[config.mk]
export PLATFORM = sky130hd
export DESIGN_NAME = dadda_mult_15_4
export DESIGN_NICKNAME = d
export VERILOG_FILES = /design/src/rtl/mult_pkg.sv /design/src/rtl/counter_15_4.sv /design/src/rtl/dadda_mult_15_4.sv
export SDC_FILE = /design/constraint.sdc
export NUM_CORES = 1
export LEC_CHECK = 0
export ABC_AREA = 1
export ABC_CLOCK_PERIOD_IN_PS = 800
export CORE_AREA = 3 3 186 188
export DETAILED_ROUTE_END_ITERATION = 12
export DIE_AREA = 0 0 189 191
export PLACE_DENSITY = 0.54
export SETUP_SLACK_MARGIN = 0.5
export SLEW_MARGIN = 20
export SYNTH_ARGS = -nofsm -noshare
export SYNTH_HDL_FRONTEND = slang
export SYNTH_SLANG_ARGS = --single-unit
[constraint.sdc]
create_clock -name clk -period 0.8 [get_ports clk]
set_input_delay 0.08 -clock clk [delete_from_list [all_inputs] [get_ports clk]]
set_output_delay 0.08 -clock clk [all_outputs]
set_load 0.05 [all_outputs]
[src/rtl/mult_pkg.sv]
// Shared constants and elaboration-time helpers for the 15:4-counter multiplier tree.
package mult_pkg;

   localparam int unsigned COUNTER_IN  = 15;
   localparam int unsigned COUNTER_OUT = 4;

   // Row height after one reduction stage. Tall stages use 15:4 counters. Heights 3-4 use
   // full adders.
   function automatic int unsigned next_height(input int unsigned h);
      if (h > 4) begin
         return COUNTER_OUT * ((h + COUNTER_IN - 1) / COUNTER_IN);
      end else if (h > 2) begin
         return h - h / 3;
      end
      return h;
   endfunction

   // Maximum column height entering the given stage (stage 0 holds the raw partial products).
   function automatic int unsigned dadda_height(input int unsigned width,
                                                input int unsigned stage);
      int unsigned h;
      h = width;
      for (int unsigned s = 0; s < stage; s++) begin
         h = next_height(h);
      end
      return h;
   endfunction

   function automatic int unsigned num_stages(input int unsigned width);
      int unsigned h;
      int unsigned n;
      h = width;
      n = 0;
      while (h > 2) begin
         h = next_height(h);
         n++;
      end
      return n;
   endfunction

   function automatic int unsigned num_columns(input int unsigned width);
      return 2 * width - 1;
   endfunction

endpackage

[src/rtl/counter_15_4.sv]
// 15:4 counter: population count of up to fifteen equally weighted bits.
module counter_15_4
   import mult_pkg::*;
(
   input  logic [COUNTER_IN-1:0]  in,
   output logic [COUNTER_OUT-1:0] cnt
);

   always_comb begin
      cnt = '0;
      for (int i = 0; i < COUNTER_IN; i++) begin
         cnt = cnt + COUNTER_OUT'(in[i]);
      end
   end

endmodule

[src/rtl/dadda_mult_15_4.sv]
// Unsigned WIDTH x WIDTH multiplier: 15:4-counter reduction tree, final CPA, registered product.
module dadda_mult_15_4
   import mult_pkg::*;
#(
   parameter int unsigned WIDTH = 16
) (
   input  logic                 clk,
   input  logic                 rst,
   input  logic [WIDTH-1:0]     a,
   input  logic [WIDTH-1:0]     b,
   output logic [2*WIDTH-1:0]   product
);

   localparam int unsigned PW         = num_columns(WIDTH) + 1;
   localparam int unsigned NUM_STAGES = num_stages(WIDTH);

   if (!(WIDTH == 8 || WIDTH == 16 || WIDTH == 32 || WIDTH == 64)) begin : g_bad_width
      $error("dadda_mult_15_4: WIDTH must be 8, 16, 32 or 64");
   end

   logic [PW-1:0] product_d;
   logic [PW-1:0] product_q;

   // Each stage holds its columns as rows: bit w of every row has weight w.
   for (genvar s = 0; s <= NUM_STAGES; s++) begin : g_stage
      localparam int unsigned H = dadda_height(WIDTH, s);
      logic [PW-1:0] rows [H];

      if (s == 0) begin : g_pp
         for (genvar i = 0; i < WIDTH; i++) begin : g_row
            assign rows[i] = PW'(a & {WIDTH{b[i]}}) << i;
         end
      end else begin : g_red
         localparam int unsigned HP = dadda_height(WIDTH, s - 1);

         if (HP > 4) begin : g_cnt
            localparam int unsigned G = (HP + COUNTER_IN - 1) / COUNTER_IN;
            for (genvar k = 0; k < G; k++) begin : g_grp
               for (genvar w = 0; w < PW; w++) begin : g_col
                  logic [COUNTER_IN-1:0]  cin;
                  logic [COUNTER_OUT-1:0] cnt;

                  for (genvar i = 0; i < COUNTER_IN; i++) begin : g_in
                     if (k * COUNTER_IN + i < HP) begin : g_used
                        assign cin[i] = g_stage[s-1].rows[k*COUNTER_IN+i][w];
                     end else begin : g_tie
                        assign cin[i] = 1'b0;
                     end
                  end

                  counter_15_4 u_counter (
                     .in  (cin),
                     .cnt (cnt)
                  );

                  // Count bit j lands in row 4k+j at weight w+j; weights past the product drop.
                  for (genvar j = 0; j < COUNTER_OUT; j++) begin : g_out
                     if (w + j < PW) begin : g_keep
                        assign rows[COUNTER_OUT*k+j][w+j] = cnt[j];
                     end else begin : g_drop
                        logic unused_carry;
                        assign unused_carry = cnt[j];
                     end
                     if (w < j) begin : g_low
                        assign rows[COUNTER_OUT*k+j][w] = 1'b0;
                     end
                  end
               end
            end
         end else begin : g_csa
            localparam int unsigned G = HP / 3;
            for (genvar k = 0; k < G; k++) begin : g_fa
               logic [PW-1:0] x, y, z;
               assign x = g_stage[s-1].rows[3*k];
               assign y = g_stage[s-1].rows[3*k+1];
               assign z = g_stage[s-1].rows[3*k+2];
               assign rows[2*k]   = x ^ y ^ z;
               assign rows[2*k+1] = ((x & y) | (x & z) | (y & z)) << 1;
            end
            for (genvar r = 3 * G; r < HP; r++) begin : g_pass
               assign rows[r-G] = g_stage[s-1].rows[r];
            end
         end
      end
   end

   // The product always fits in PW bits, so the CPA carry-out is dropped.
   assign product_d = g_stage[NUM_STAGES].rows[0] + g_stage[NUM_STAGES].rows[1];

   always_ff @(posedge clk or posedge rst) begin
      if (rst) begin
         product_q <= '0;
      end else begin
         product_q <= product_d;
      end
   end

   assign product = product_q;

endmodule

==> flow_metrics.tcl <==
set metrics [dict create \
    layout_commonest_cell "inv_1" \
    synth_area_leaders "fa_1 (32%), ha_1 (20%), inv_1 (15%)" \
    synth_fa_ha_area_share_pct 52.4 \
    finalMaxSlewViolations 0 \
    rsz0062_at_grt "yes" \
    die_w_um 189 \
    first_pass_iters 4 \
    layout.nets 2167 \
    fin_util_pct 49.2 \
    cts.clk_slew.worst_paths_ns 0.06 \
    hp-class "primary input to async pin" \
    max_slew_margin_pct 75.6 \
    drive_gt1_share_pct 34.9 \
    grt_pass1_vias 10500 \
    setup_ws_ns -5.63 \
    final_cell_mix "inv_1 (398), nand2_1 (348), fa_1 (169)" \
    crit_fanout 7 \
    synth_area_per_cell_um2 7.43 \
    critical_path_class "primary input to register" \
    status "complete, but fails checks" \
    synthXorXnorAreaFrac_pct 2.81 \
    whs_ns 0.0114 \
    grt_first_pass_wirelength_um 53800 \
    post-route-period-util_pct 804 \
    dp_cells 2152 \
    seq_area_frac_synth_pct 6.94 \
    area_delta_synth_final_pct 41.8 \
    finalSetupViolCount 64 \
    cts_tree "built" \
    synth_top_family_by_area "adder cells" \
    ant_nets 0 \
    cts-root-buf "clkbuf_16" \
    diodes 0 \
    hold_viol_final 0 \
    crit_start "b[14]" \
    wl_um 32600 \
    synth-compound-area-share_pct 1.69 \
    vias 9718 \
    endpoint_kind "register" \
    layout.cells.non_filler 2209 \
    yosys_warnings 0 \
    cts.sinks 32 \
    port_buffers 65 \
    max_freq_ghz 0.155 \
    cp-start-kind "primary input" \
    synth.area.mux_share_pct 0 \
    io_pins 66 \
    required_ns 0.97 \
    place_congestion 0.887 \
    setup_tns_ns -143.45 \
    largest_reg_flops 32 \
    antenna_found_initial 0 \
    core_area_um2 33300 \
    synthesis.nets 1961 \
    start_util_pct 34.7 \
    numCtsBuffers 5 \
    crit_arrival_ns 6.60 \
    wl_per_cell_um 14.8 \
    clk_path_buf_depth 2 \
    synth_area_um2 11500 \
    synth_simple_gate_area_share_pct 18.6 \
    dieArea_um2 36100 \
    drt_iter0_drc 365 \
    synthCells 1554 \
    grt_max_degree 17 \
    routed_via_density 4.40 \
    worstMarginPinSlew_ns 0.365 \
    die_h_um 191 \
    fillers 3236 \
    grt_overflow 0 \
    synth_top_area_share_pct 32.1 \
    ctsHtreeMaxLevel 2 \
    drc 0 \
    num_rows 67 \
    period_needed_ns 6.43 \
    yosys.area.top_type "fa_1" \
    drv_cap 0 \
    track_usage_pct 18.6 \
    hpwl_um 27300 \
    yosysUniqueCellTypes 24 \
    worstSetupEndpoint "product[24]" \
    ys_seq_elements 32 \
    violations "setup timing" \
]
synth_stat cells (all sizes together):
cell and number:
a21oi 29, and2 8, and3 2, clkbuf 64, dfrtp 32, fa 185
ha 188, inv 476, nand2 433, nand3 37, nand4 9, nor2 43
nor3 1, o21ai 4, o21bai 4, or2 2, xnor2 15, xor2 22
critical path, cell delays in order:
cell and delay, ns:
buf_6 0.09, buf_8 0.13, nand2_4 0.06, inv_2 0.03
fa_1 0.53, inv_1 0.05, fa_1 0.46, fa_1 0.50
inv_1 0.05, fa_1 0.47, fa_2 0.37, fa_1 0.54
ha_4 0.21, fa_1 0.52, ha_2 0.18, inv_2 0.03
fa_1 0.47, inv_1 0.05, fa_2 0.54, ha_4 0.20
ha_4 0.32, nand2_4 0.09, buf_6 0.13, nor3_4 0.21
nand3_2 0.13, nand4_1 0.10, nand2_1 0.06
cell type report:
cell class                      count  area [um2]  area share (%)
Tap cell                          448         561            3.42
Timing Repair Buffer              263        2690            16.4
Clock buffer                        5         125           0.764
Inverter                          476        1790            11.0
Multi-Input combinational cell    982       10300            63.2
Sequential cell                    32         840            5.13
Clock inverter                      3        18.8           0.115
layer usage:
layer | GRT usage (%) | vias up | routed length, um | share of wire, %
met2 | 33.1 | 190 | 15900 | 49
li1 | - | 4831 | - | -
met1 | 24.3 | 4646 | 14700 | 45
met5 | 0 | - | 0 | 0
met3 | 1.56 | 51 | 1120 | 3.4
met4 | 4.96 | 0 | 860 | 2.6
metrics by stage:
stage               cell area [um2]  setup slack (ns)
global placement              14900             -6.51
CTS                           15900             -5.72
detailed placement            14900             -6.48
global route                  16400             -5.87
finish                        16400             -5.63
floorplan                     12700             -5.66
worst min path at each step:
stage	depth (start not counted)	endpoint	startpoint	slack, ns
after floorplan	1	product[25]	rst	0.007
after global placement	3	product[30]	rst	0.49
after detailed placement	3	product[30]	rst	0.49
after CTS	4	product[2]	rst	0.10
after global routing	3	product[7]	rst	0.05
final	3	product[12]	rst	0.01
timing repair:
item | CTS | global route
hold buffers | 0 | 0
resized for setup | 281 | 120
hold endpoints to repair | 0 | 0
pin swaps | 150 | 97
buffers inserted | 32 | 15
endpoints found under the setup margin | 96 | 79
gates cloned | 2 | 0
logic make-up (layout without fill, tap and decap cells):
family,count (synthesis),count (layout)
AOI/OAI and AO/OA,37,37
xor gates and xnor gates,37,37
adders and majority gates,373,373
buffers and inverters,540,747
DFF,32,32
and+or+nand+nor,535,535
Power is left out: the tool's default activity adds up to more than one toggle a clock period on the data nets, which glitch-free logic cannot reach.
